<file path="config.mk">
export PLATFORM = sky130hd
export DESIGN_NAME = seq_ctrl
export DESIGN_NICKNAME = d
export VERILOG_FILES = /design/src/rtl/seq_ctrl_pkg.sv /design/src/rtl/seq_ctrl_npc.sv /design/src/rtl/seq_ctrl.sv
export SDC_FILE = /design/constraint.sdc
export NUM_CORES = 1
export LEC_CHECK = 0
export ABC_AREA = 1
export CAP_MARGIN = 10
export CORE_ASPECT_RATIO = 0.7
export CORE_MARGIN = 2
export CORE_UTILIZATION = 49
export DETAILED_ROUTE_END_ITERATION = 8
export PLACE_DENSITY = 0.82
export SYNTH_ARGS = -nofsm -noshare
export SYNTH_HDL_FRONTEND = slang
export SYNTH_SLANG_ARGS = --single-unit
</file>
<file path="constraint.sdc">
create_clock -name clk -period 3.2 [get_ports clk]
set_input_delay 0.32 -clock clk [delete_from_list [all_inputs] [get_ports clk]]
set_output_delay 0.32 -clock clk [all_outputs]
set_load 0.005 [all_outputs]
</file>
<file path="src/rtl/seq_ctrl_pkg.sv">
// seq_ctrl_pkg: stage codes, trap causes and constants shared by the sequencer files
package seq_ctrl_pkg;
    localparam int STAGE_WIDTH = 3;
    typedef enum logic [STAGE_WIDTH-1:0] {
        STAGE_IDLE   = 3'd0,
        STAGE_FETCH  = 3'd1,
        STAGE_DECODE = 3'd2,
        STAGE_EXEC   = 3'd3,
        STAGE_WB     = 3'd4,
        STAGE_HALT   = 3'd5,
        STAGE_TRAP   = 3'd6
    } stage_e;
    typedef enum logic [1:0] {
        TRAP_NONE     = 2'd0,
        TRAP_FETCH_TO = 2'd1,
        TRAP_MISALIGN = 2'd2
    } trap_cause_e;
    localparam logic [31:0] NOP     = 32'h0000_0013;
    localparam logic [31:0] PC_STEP = 32'd4;
endpackage

</file>
<file path="src/rtl/seq_ctrl_npc.sv">
// seq_ctrl_npc: next-PC selection, BNE-style taken decision and target alignment check
module seq_ctrl_npc
    import seq_ctrl_pkg::*;
(
    input  logic        branch,
    input  logic        jump,
    input  logic        alu_zero,
    input  logic [31:0] pc,
    input  logic [31:0] target_pc,
    output logic [31:0] next_pc,
    output logic        taken,
    output logic        misalign
);
    // misalign reports the raw target alignment; the sequencer qualifies it with taken
    always_comb begin
        taken    = jump | (branch & ~alu_zero);
        next_pc  = taken ? target_pc : pc + PC_STEP;
        misalign = target_pc[1:0] != 2'b00;
    end
endmodule

</file>
<file path="src/rtl/seq_ctrl.sv">
// seq_ctrl: multi-cycle FETCH/DECODE/EXEC/WB sequencer owning pc, inst and retire count
module seq_ctrl
    import seq_ctrl_pkg::*;
#(
    parameter logic [31:0] RESET_PC      = 32'h0000_0000,
    parameter int          FETCH_TIMEOUT = 16,
    parameter int          CNT_WIDTH     = 32
) (
    input  logic                 clk,
    input  logic                 rst,
    output logic                 imem_req,
    output logic [31:0]          imem_addr,
    input  logic                 imem_ack,
    input  logic [31:0]          imem_rdata,
    output logic [31:0]          inst,
    output logic [31:0]          pc,
    input  logic                 branch,
    input  logic                 jump,
    input  logic                 reg_wen_dec,
    input  logic                 alu_zero,
    input  logic [31:0]          target_pc,
    output logic                 reg_wen,
    output logic [2:0]           stage,
    input  logic                 halt_req,
    output logic                 halted,
    output logic                 trap,
    output logic [1:0]           trap_cause,
    output logic                 retire,
    output logic [CNT_WIDTH-1:0] instret
);
    localparam int TW = $clog2(FETCH_TIMEOUT + 1);
    localparam logic [TW-1:0] TO_LAST = TW'(FETCH_TIMEOUT - 1);
    stage_e               state_q, state_d;
    logic [31:0]          pc_q, pc_d, inst_q, inst_d, next_pc;
    logic [TW-1:0]        tmo_q, tmo_d;
    logic [CNT_WIDTH-1:0] instret_q, instret_d;
    trap_cause_e          cause_q, cause_d;
    logic                 taken, misalign, fetch_ok, fetch_to, wb_bad, wb_ok;
    seq_ctrl_npc u_npc (
        .branch    (branch),
        .jump      (jump),
        .alu_zero  (alu_zero),
        .pc        (pc_q),
        .target_pc (target_pc),
        .next_pc   (next_pc),
        .taken     (taken),
        .misalign  (misalign)
    );
    // event decode shared by next-state, datapath and output logic
    always_comb begin
        fetch_ok = state_q == STAGE_FETCH && imem_ack;
        fetch_to = state_q == STAGE_FETCH && !imem_ack && tmo_q == TO_LAST;
        wb_bad   = state_q == STAGE_WB && taken && misalign;
        wb_ok    = state_q == STAGE_WB && !wb_bad;
    end
    // state register; reset overrides any transition, including an open fetch
    always_ff @(posedge clk) begin
        state_q <= rst ? STAGE_IDLE : state_d;
    end
    // next-state: halt_req only matters in WB and HALT, TRAP is left only by reset
    always_comb begin
        state_d = state_q;
        case (state_q)
            STAGE_IDLE:   state_d = STAGE_FETCH;
            STAGE_FETCH:  state_d = fetch_ok ? STAGE_DECODE : fetch_to ? STAGE_TRAP : STAGE_FETCH;
            STAGE_DECODE: state_d = STAGE_EXEC;
            STAGE_EXEC:   state_d = STAGE_WB;
            STAGE_WB:     state_d = wb_bad ? STAGE_TRAP : halt_req ? STAGE_HALT : STAGE_FETCH;
            STAGE_HALT:   state_d = halt_req ? STAGE_HALT : STAGE_FETCH;
            STAGE_TRAP:   state_d = STAGE_TRAP;
            default:      state_d = STAGE_IDLE;
        endcase
    end
    // datapath next values: each register moves only in its own update cycle
    always_comb begin
        pc_d      = wb_ok ? next_pc : pc_q;
        inst_d    = fetch_ok ? imem_rdata : inst_q;
        instret_d = wb_ok ? instret_q + CNT_WIDTH'(1) : instret_q;
        tmo_d     = (state_q == STAGE_FETCH && !imem_ack && !fetch_to) ? tmo_q + 1'b1 : '0;
        cause_d   = fetch_to ? TRAP_FETCH_TO : wb_bad ? TRAP_MISALIGN : cause_q;
    end
    // datapath registers
    always_ff @(posedge clk) begin
        if (rst) begin
            pc_q      <= RESET_PC;
            inst_q    <= NOP;
            instret_q <= '0;
            tmo_q     <= '0;
            cause_q   <= TRAP_NONE;
        end else begin
            pc_q      <= pc_d;
            inst_q    <= inst_d;
            instret_q <= instret_d;
            tmo_q     <= tmo_d;
            cause_q   <= cause_d;
        end
    end
    // outputs: a misaligned taken target suppresses both write-back and retire
    always_comb begin
        stage      = state_q;
        imem_req   = state_q == STAGE_FETCH;
        imem_addr  = pc_q;
        inst       = inst_q;
        pc         = pc_q;
        reg_wen    = wb_ok & reg_wen_dec;
        retire     = wb_ok;
        halted     = state_q == STAGE_HALT;
        trap       = state_q == STAGE_TRAP;
        trap_cause = cause_q;
        instret    = instret_q;
    end
endmodule

</file>
==> out/metrics.cfg, run 1 <==
[hold_path]
hold_class = reg -> reg
hold_path_depth = 2
min_from = trap_cause[1]

[final_layout]
area_growth_pct = 38.66
drive_gt1_share_pct = 3.351
layout_common_cells = 277 x nand2_1, 209 x clkdlybuf4s50_1, 189 x nor2_1
final_common_cell = nand2_1
utilization_pct = 69.85
antenna_cells = 0
layout.nets = 1205

[worst_setup_path]
worstRegToRegCells = 10
cp.required_ns = 2.88
crit_path_frequent_cell = nand2_1
critPathMaxStageDelay_ns = 0.51
arrival_ns = 2.07
cp-end-kind = primary output
cp-start-kind = input port
path_depth = 8
crit_path_cell_trace = clkdlybuf4s50_1 > inv_1 > nand2_1 > nand2_1 > a21oi_4 > nand2_1 > inv_1 > clkdlybuf4s50_1
cpLargestDelayFamily = buffers and inverters
critPathSlowestCell = clkdlybuf4s50_1
crit_path_max_fanout = 14
path_class = in -> out
critPathLaunch = alu_zero
regToRegStartpoint = imem_addr[2]
cp.buffers_inverters = 4

[clocking]
clkSlewWorstSetupHoldPaths_ns = 0.08
post_cts_resized = 0
cts.sinks = 106
htreeDepth = 3
hold_buffers = 0
root_buffer = clkbuf_16
cts_tree = yes
clk_latency_ns = 0.35
cts_buffers = 9
cts_setup_buffers = 0
cts_buffer_depth = 2

[synth]
synth_edf_count = 0
ys_ff_latch = 106
ys_async_sr_fraction_pct = 0
yosys_most_used_dff = dfxtp_1
yosysSeqAreaShare_pct = 35.92
synth_cell_types = 31
synth_top_area_share_pct = 35.92
yosysTopAreaCell = dfxtp_1
synth_fp_nets = 1040
syn_avg_cell_area_sq_um = 6.128
synthesis.area_sq_um = 5907
synthTopCellsByArea = dfxtp_1 36%, nand2_1 18%, nor2_1 12%
synth_cells = 964
synth.yosys.warnings = 0

[pwr]
vdd_drop_max_uv = 350.1
powerDensity_nw_per_um2 = 351.9
power_leakage_nw = 3.010

[route]
route.vias.total = 6615
ant_nets = 0
drt_wl_total_mm = 18.02
route.detailed.drc = 0
first_iter_violations = 580
wire_per_inst_microns = 13.96
viasPerCell = 5.124
first_pass_iters = 6

[timing]
period_needed_ns = 2.386
hold_viol = 0
grt_setup_unrepaired = false
slew-limit-headroom_pct = 56.67
finalSetupViolations = 0
worst_pin_slew_ns = 0.6450
slew_violations = 0
max_freq_ghz = 0.4192
final.period_utilization_pct = 74.55
finalClockSkew_ns = 0.01061
finalSetupTns_ns = 0

[status]
outcome = completed

[grt]
grt_use_total_pct = 27.56
antenna_found_initial = 0
grt_pass1_vias = 5842
gr-total-overflow = 0
grt_pass1_wl_mm = 28.60
grt_max_degree = 54

[placed_design]
detailed_place_hpwl_mm = 13.41
place_congestion = 0.9853
portBuffers = 209

[floorplan]
ioPinCount = 210
fp.dieH_microns = 95.86
fp-row-count = 33
die_area_sq_um = 12960
core_sq_um = 11730
die_w_microns = 135.2
start_util_pct = 50.37

[job]
maxCapViolCount = 0

flip-flops by register name (all words and copies together), names as in the netlist:
signal      count
instret        32
inst           32
stage           3
imem_addr      32
tmo_q           5
trap_cause      2
metrics by stage:
| step | hold slack, ns | cells | worst slack, ns | power, mW | instance area, sq um |
|---|---|---|---|---|---|
| final | 0.4491 | 1291 | 0.8143 | 2.882 | 8190 |
| after detailed placement | 0.4439 | 1275 | 0.6022 | 1.775 | 7879 |
| after CTS | 0.4567 | 1291 | 0.8110 | 2.903 | 8190 |
| after global routing | 0.4756 | 1291 | 0.6543 | 3.005 | 8190 |
| after global placement | 0.4327 | 1275 | 0.6511 | 1.773 | 7879 |
| after floorplan | 0.4175 | 964 | 1.626 | 1.558 | 5907 |
final timing paths:
kind	endpoint	slack [ns]
setup reg to reg	imem_addr[20]	0.95
hold reg to reg	trap_cause[1]	0.45
setup / recovery	reg_wen	0.81
hold / removal	trap_cause[1]	0.45
cell usage after synthesis (4+ instances only):
cell / number
nand2_1: 277
nor2_1: 189
dfxtp_1: 106
inv_1: 85
o21ai_0: 72
a21oi_1: 55
nand3_1: 55
buf_4: 34
clkbuf_1: 22
nor3_1: 11
nand3b_1: 10
buf_2: 7
inv_2: 5
nand4_1: 5
ha_1: 4
nor2_2: 4
xor2_1: 4
cells by family after synthesis:
family                     Yosys count  share of synthesized area (%)
and+or+nand+nor                    559                          38.42
buffers and inverters              156                          12.35
DFF                                106                          35.92
AOI/OAI and AO/OA                  135                          11.86
xor gates and xnor gates             4                         0.5930
adders and majority gates            4                         0.8473
worst register-to-register path: stages, from the launching register on:
cell     delay (ns)
dfxtp_1        0.47
ha_1           0.21
nand2_1        0.11
nor2_1         0.23
nand2_1        0.21
nor2_1         0.51
nand2_1        0.11
nand2_1        0.09
nand3_1        0.06
nand2_1        0.06
a21oi_1        0.05
area by class of cell:
type,instances,area [sq um]
fillers,1092,3536
multi-input cells,702,3055
repair buffers,218,2160
flip-flops and latches,106,2122
inverters,92,345.3
clock buffers,9,225.2
well taps,157,196.4
clock inverters,7,86.33
routing by layer:
layer | wire length [microns] | up-vias | GRT usage (%)
li1 | - | 3327 | -
met1 | 8248 | 2924 | 39.55
met2 | 7515 | 337 | 40.48
met3 | 1994 | 27 | 8.847
met4 | 259 | 0 | 5.642
met5 | 0 | - | 0
where the power goes:
part	total [mW]	switching [mW]	internal (mW)
logic	0.356	0.154	0.202
registers	1.39	0.0288	1.36
clock network	1.14	0.576	0.560
Power figures use the tool's default switching activity.
==> inputs of run 2 (changes only) <==
--- a/config.mk
+++ b/config.mk
@@ -9,9 +9,9 @@
 export CAP_MARGIN = 10
 export CORE_ASPECT_RATIO = 0.7
 export CORE_MARGIN = 2
-export CORE_UTILIZATION = 49
+export CORE_UTILIZATION = 41
 export DETAILED_ROUTE_END_ITERATION = 8
-export PLACE_DENSITY = 0.82
+export PLACE_DENSITY = 0.73
 export SYNTH_ARGS = -nofsm -noshare
 export SYNTH_HDL_FRONTEND = slang
 export SYNTH_SLANG_ARGS = --single-unit
==> constraint.sdc (replaced) <==
create_clock -name clk -period 2.1 [get_ports clk]
set_input_delay 0.21 -clock clk [delete_from_list [all_inputs] [get_ports clk]]
set_output_delay 0.21 -clock clk [all_outputs]
set_load 0.005 [all_outputs]
==> run 2 against run 1 <==
Wire length increased by 2.3%. Sequential share of layout area is 0.75 points lower. Non-clock buffer count increased by 22. Clock power up 48%. Sequential power is 53% higher. Critical path depth down 1. Hold slack lost 0.015 ns. Via count is 0.39% lower. Design area increased by 3.2%. First-iteration DRC count shrank 18%. Global-route usage decreased by 3.9 points. Critical endpoint is now retire. Highest routed layer unchanged.
==> out/metrics.cfg, run 2 (same netlist as run 1, synthesis figures left out) <==
[job]
maxCapViolCount = 0  ; unchanged

[timing]
slew_violations = 0  ; unchanged
hold_viol = 0  ; unchanged
hold_ws_ns = 0.4341  ; was 0.4491 ns
slew-limit-headroom_pct = 64.46  ; was 56.67%
finalSetupViolations = 0  ; unchanged
worst_pin_slew_ns = 0.5330  ; was 0.6450 ns
max_freq_ghz = 0.5039
period_needed_ns = 1.985
finalSetupTns_ns = 0  ; unchanged
grt_setup_unrepaired = false  ; unchanged
final.period_utilization_pct = 94.51
finalClockSkew_ns = 0.01121  ; was 0.01061 ns

[route]
viasPerCell = 4.895  ; was 5.124
route.detailed.drc = 0  ; unchanged
drt_wl_total_mm = 18.43  ; was 18.02 mm
first_pass_iters = 5  ; was 6
ant_nets = 0  ; unchanged
first_iter_violations = 476  ; was 580
wire_per_inst_microns = 13.69  ; was 13.96 microns
route.vias.total = 6589  ; was 6615

[worst_setup_path]
crit_path_frequent_cell = inv_2  ; was nand2_1
cp.buffers_inverters = 4  ; unchanged
regToRegStartpoint = stage[1]  ; was imem_addr[2]
cp-end-kind = primary output  ; unchanged
cp-start-kind = flip-flop  ; was input port
crit_path_max_fanout = 4  ; was 14
worstRegToRegCells = 12  ; was 10
cp.required_ns = 1.89  ; was 2.88 ns
arrival_ns = 1.77  ; was 2.07 ns
critPathSlowestCell = clkdlybuf4s50_1  ; unchanged
crit_path_cell_trace = inv_2 > nand2_4 > nor2_4 > inv_2 > a21oi_4 > buf_12 > clkdlybuf4s50_1  ; was clkdlybuf4s50_1 > inv_1 > nand2_1 > nand2_1 > a21oi_4 > nand2_1 > inv_1 > clkdlybuf4s50_1
r2r_end = imem_addr[21]  ; was imem_addr[20]
critPathMaxStageDelay_ns = 0.50  ; was 0.51 ns
path_class = reg -> out  ; was in -> out
cpLargestDelayFamily = buffers and inverters  ; unchanged
rrSetupSlack_ns = 0.24  ; was 0.95 ns

[placed_design]
detailed_place_hpwl_mm = 13.66  ; was 13.41 mm
portBuffers = 209  ; unchanged
place_congestion = 0.9431  ; was 0.9853
postPlaceCellArea_sq_um = 8105  ; was 7879 sq um

[grt]
gr-total-overflow = 0  ; unchanged
grt_pass1_wl_mm = 29.69  ; was 28.60 mm
grt_pass1_vias = 5857  ; was 5842
grt_max_degree = 44  ; was 54
grt_use_total_pct = 23.65  ; was 27.56%
antenna_found_initial = 1  ; was 0

[floorplan]
ioPinCount = 210  ; unchanged
start_util_pct = 42.17  ; was 50.37%
fp-row-count = 36  ; was 33
die_area_sq_um = 15400  ; was 12960 sq um
fp.dieH_microns = 104.4  ; was 95.86 microns
core_sq_um = 14010  ; was 11730 sq um
die_w_microns = 147.5  ; was 135.2 microns

[status]
outcome = completed  ; unchanged

[hold_path]
min_from = imem_rdata[22]  ; was trap_cause[1]
worstHoldEndpoint = inst[22]  ; was trap_cause[1]
hold_class = in -> reg  ; was reg -> reg
hold_path_depth = 3  ; was 2

[clocking]
hold_buffers = 0  ; unchanged
clk_latency_ns = 0.35  ; about the same
clkSlewWorstSetupHoldPaths_ns = 0.08  ; about the same
cts.sinks = 106  ; unchanged
cts_buffers = 9  ; unchanged
root_buffer = clkbuf_16  ; unchanged
cts_buffer_depth = 2  ; unchanged
cts_tree = yes  ; unchanged
htreeDepth = 3  ; unchanged

[final_layout]
layout.nets = 1227  ; was 1205
fillers = 1325  ; was 1092
area_growth_pct = 43.15  ; was 38.66%
layout_common_cells = 276 x nand2_1, 208 x clkdlybuf4s50_1, 189 x nor2_1  ; was 277 x nand2_1, 209 x clkdlybuf4s50_1, 189 x nor2_1
antenna_cells = 0  ; unchanged
design_area_sq_um = 8456  ; was 8190 sq um
drive_gt1_share_pct = 5.450  ; was 3.351%
final_common_cell = nand2_1  ; unchanged

[pwr]
power_leakage_nw = 3.153  ; was 3.010 nW
powerDensity_nw_per_um2 = 518.7  ; was 351.9 nW/um^2
vdd_drop_max_uv = 401.3  ; was 350.1 uV

run 2: power breakdown:
group / total [mW] / internal [mW] / leakage (nW) / switching, mW
clock: 1.69 / 0.839 / 0.142 / 0.856
sequential: 2.12 / 2.07 / 0.860 / 0.0452
combinational: 0.571 / 0.328 / 2.15 / 0.243
run 2: cell type report:
class | instances | area (sq um) | area share [%]
inverter | 92 | 345.3 | 4.084
sequential | 106 | 2127 | 25.16
clock inverter | 7 | 75.07 | 0.8878
timing repair buffer | 240 | 2377 | 28.11
multi-input combinational | 702 | 3068 | 36.28
tap | 190 | 237.7 | 2.811
clock buffer | 9 | 225.2 | 2.664
run 2: worst max-delay path by stage:
stage | start | to | slack, ns | cells after the start
2_1_floorplan | imem_addr[2] | imem_addr[28] | 0.53 | 10
3_3_place_gp | target_pc[0] | reg_wen | 0.10 | 7
3_5_place_dp | target_pc[0] | reg_wen | 0.09 | 7
4_1_cts | stage[1] | reg_wen | 0.01 | 9
5_1_grt | stage[1] | retire | 0.06 | 7
6_report | stage[1] | retire | 0.12 | 7
run 2: metrics by stage:
step | total power [mW] | worst slack, ns | utilization [%] | std cells
finish | 4.386 | 0.1154 | 60.36 | 1346
global route | 4.581 | 0.06206 | 60.36 | 1346
CTS | 4.424 | 0.01233 | 60.12 | 1344
detailed placement | 2.727 | 0.08792 | 57.86 | 1326
global placement | 2.723 | 0.1015 | 57.86 | 1326
floorplan | 2.374 | 0.5259 | - | 964
run 2: worst min-delay path, cell delays in order:
cell	delay [ns]
clkdlybuf4s50_1	0.39
nor2_1	0.10
nor2_1	0.05
run 2: repair_timing:
action                                  CTS  global route
endpoints found under the setup margin    1             2
gates resized for setup                   1             6
pin swaps                                 0             1
buffers inserted                          2             2
cloned                                    0             0
run 2: routing by layer:
| metal | global-route usage (%) | part of all wire, % |
|---|---|---|
| met2 | 33.98 | 41 |
| met5 | 0 | 0 |
| met4 | 5.426 | 1.4 |
| met3 | 6.798 | 9.8 |
| met1 | 34.76 | 48 |
==> inputs of run 3 (changes only) <==
--- a/config.mk
+++ b/config.mk
@@ -11,6 +11,7 @@
 export CORE_MARGIN = 2
 export CORE_UTILIZATION = 41
 export DETAILED_ROUTE_END_ITERATION = 8
+export HOLD_SLACK_MARGIN = 0.1
 export PLACE_DENSITY = 0.73
 export SYNTH_ARGS = -nofsm -noshare
 export SYNTH_HDL_FRONTEND = slang
==> constraint.sdc (replaced) <==
create_clock -name clk -period 2.1 [get_ports clk]
set_input_delay 0.21 -clock clk [delete_from_list [all_inputs] [get_ports clk]]
set_output_delay 0.21 -clock clk [all_outputs]
set_load 0.1 [all_outputs]
==> run 3 against run 2 <==
Global-route usage down 0.90 points. Critical path depth up 1. Core utilization down 2.7 points. Hold slack better by 0.0031 ns. Cell count down 0.67%. Critical path type unchanged. Largest cell class unchanged. Largest power group unchanged. Highest routed layer unchanged.
==> out/metrics.cfg, run 3 (same netlist as run 1, synthesis figures left out) <==
[status]
outcome = completed  ; unchanged

[clocking]
cts_tree = yes  ; unchanged
htreeDepth = 3  ; unchanged
cts_buffers = 9  ; unchanged
clk_latency_ns = 0.34  ; was 0.35 ns
cts.sinks = 106  ; unchanged
cts_buffer_depth = 2  ; unchanged
clkSlewWorstSetupHoldPaths_ns = 0.08  ; about the same
root_buffer = clkbuf_16  ; unchanged

[timing]
period_needed_ns = 1.966  ; was 1.985 ns
grt_setup_unrepaired = false  ; unchanged
worst_pin_slew_ns = 0.5810  ; was 0.5330 ns
max_freq_ghz = 0.5086  ; was 0.5039 GHz
slew_violations = 0  ; unchanged
finalSetupTns_ns = 0  ; unchanged
finalSetupViolations = 0  ; unchanged
slew-limit-headroom_pct = 61.27  ; was 64.46%
hold_viol = 0  ; unchanged
final.period_utilization_pct = 93.63  ; was 94.51%
finalClockSkew_ns = 0.008495  ; was 0.01121 ns

[route]
viasPerCell = 4.854  ; was 4.895
route.detailed.drc = 0  ; unchanged
wire_per_inst_microns = 13.57  ; was 13.69 microns
drt_wl_total_mm = 18.15  ; was 18.43 mm
ant_nets = 0  ; unchanged
first_iter_violations = 526  ; was 476
route.vias.total = 6490  ; was 6589
first_pass_iters = 5  ; unchanged

[pwr]
vdd_drop_max_uv = 467.9  ; was 401.3 uV
power_leakage_nw = 3.357  ; was 3.153 nW
powerDensity_nw_per_um2 = 593.1  ; was 518.7 nW/um^2
power.total_mw = 4.790  ; was 4.386 mW

[worst_setup_path]
regToRegStartpoint = imem_addr[2]  ; was stage[1]
cp.required_ns = 1.89  ; about the same
crit_path_frequent_cell = buf_12  ; was inv_2
crit_path_cell_trace = inv_2 > nand2_1 > nor2_2 > inv_2 > a21oi_4 > buf_12 > buf_12 > buf_12  ; was inv_2 > nand2_4 > nor2_4 > inv_2 > a21oi_4 > buf_12 > clkdlybuf4s50_1
path_class = reg -> out  ; unchanged
arrival_ns = 1.76  ; was 1.77 ns
crit_path_max_fanout = 24  ; was 4
cp-start-kind = flip-flop  ; unchanged
critPathMaxStageDelay_ns = 0.35  ; was 0.50 ns
critPathLaunch = stage[1]  ; unchanged
critPathSlowestCell = dfxtp_4  ; was clkdlybuf4s50_1
cp.buffers_inverters = 5  ; was 4
cp-end-kind = primary output  ; unchanged
cpLargestDelayFamily = buffers and inverters  ; unchanged

[hold_path]
hold_class = in -> reg  ; unchanged
min_from = rst  ; was imem_rdata[22]

[final_layout]
fillers = 1388  ; was 1325
final_common_cell = nand2_1  ; unchanged
layout.nets = 1218  ; was 1227
antenna_cells = 0  ; unchanged
drive_gt1_share_pct = 18.22  ; was 5.450%
layout_common_cells = 277 x nand2_1, 188 x nor2_1, 153 x buf_4  ; was 276 x nand2_1, 208 x clkdlybuf4s50_1, 189 x nor2_1
area_growth_pct = 36.73  ; was 43.15%

[floorplan]
ioPinCount = 210  ; unchanged
start_util_pct = 42.17  ; unchanged
core_sq_um = 14010  ; unchanged
die_w_microns = 147.5  ; unchanged
fp-row-count = 36  ; unchanged
fp.dieH_microns = 104.4  ; unchanged
die_area_sq_um = 15400  ; unchanged

[placed_design]
detailed_place_hpwl_mm = 13.45  ; was 13.66 mm
place_congestion = 0.9455  ; was 0.9431
portBuffers = 209  ; unchanged

[grt]
grt_max_degree = 60  ; was 44
antenna_found_initial = 0  ; was 1
grt_pass1_wl_mm = 28.43  ; was 29.69 mm
gr-total-overflow = 0  ; unchanged
grt_pass1_vias = 5356  ; was 5857
grt_use_total_pct = 22.75  ; was 23.65%

[job]
maxCapViolCount = 0  ; unchanged

## run 3: repair_timing
item / 4_1_cts / 5_1_grt
hold buffers: 0 / 0
gates resized for setup: 0 / 0
buffers inserted: 0 / 1
endpoints found under the hold margin: 0 / 0
setup endpoints to repair: 0 / 2
## run 3: final timing paths
check	to	slack, ns	cells after the start
worst max register to register	imem_addr[28]	0.22	10
worst min-delay path	instret[6]	0.44	3
worst max-delay path	retire	0.13	8
worst min register to register	tmo_q[0]	0.45	1
## run 3: per-layer routing
layer | global-route usage [%] | wire (microns) | vias up
met2 | 30.47 | 6937 | 291
met1 | 35.88 | 9136 | 2818
met3 | 6.140 | 1896 | 13
li1 | - | - | 3368
met4 | 4.052 | 176 | 0
met5 | 0 | 0 | -
## run 3: area by class of cell
cell class,count,area (sq um),share of cell area [%]
clock buffer,10,229.0,2.835
timing repair buffer,231,1999,24.76
tap,190,237.7,2.943
multi-input combinational,702,3063,37.92
sequential,106,2148,26.60
inverter,92,349.1,4.322
clock inverter,6,50.05,0.6197
## run 3: worst reg2reg max path: stages, from the launching register on
cell and delay (ns):
dfxtp_2 0.39, ha_1 0.18, nand2_1 0.10, nor2_1 0.25
nand2_1 0.11, nor2_1 0.31, nand2_1 0.11, nand2_1 0.07
nand3_1 0.09, nand2_1 0.08, a21oi_1 0.05
## run 3: through the flow
stage	instances	hold WS [ns]	util [%]	instance area (sq um)	worst slack (ns)
final	1337	0.4372	57.65	8077	0.1338
after global routing	1337	0.4379	57.65	8077	0.009649
after CTS	1335	0.4283	57.42	8044	0.08692
after detailed placement	1319	0.4430	55.43	7765	0.1712
after global placement	1319	0.4348	55.43	7765	0.2097
after floorplan	964	0.3371	-	5952	0.002627
## run 3: power by group
group | internal (mW) | total, mW | switching, mW
Sequential | 2.08 | 2.12 | 0.0427
Combinational | 0.291 | 1.06 | 0.768
Clock | 0.823 | 1.61 | 0.789
Total | 3.19 | 4.79 | 1.60
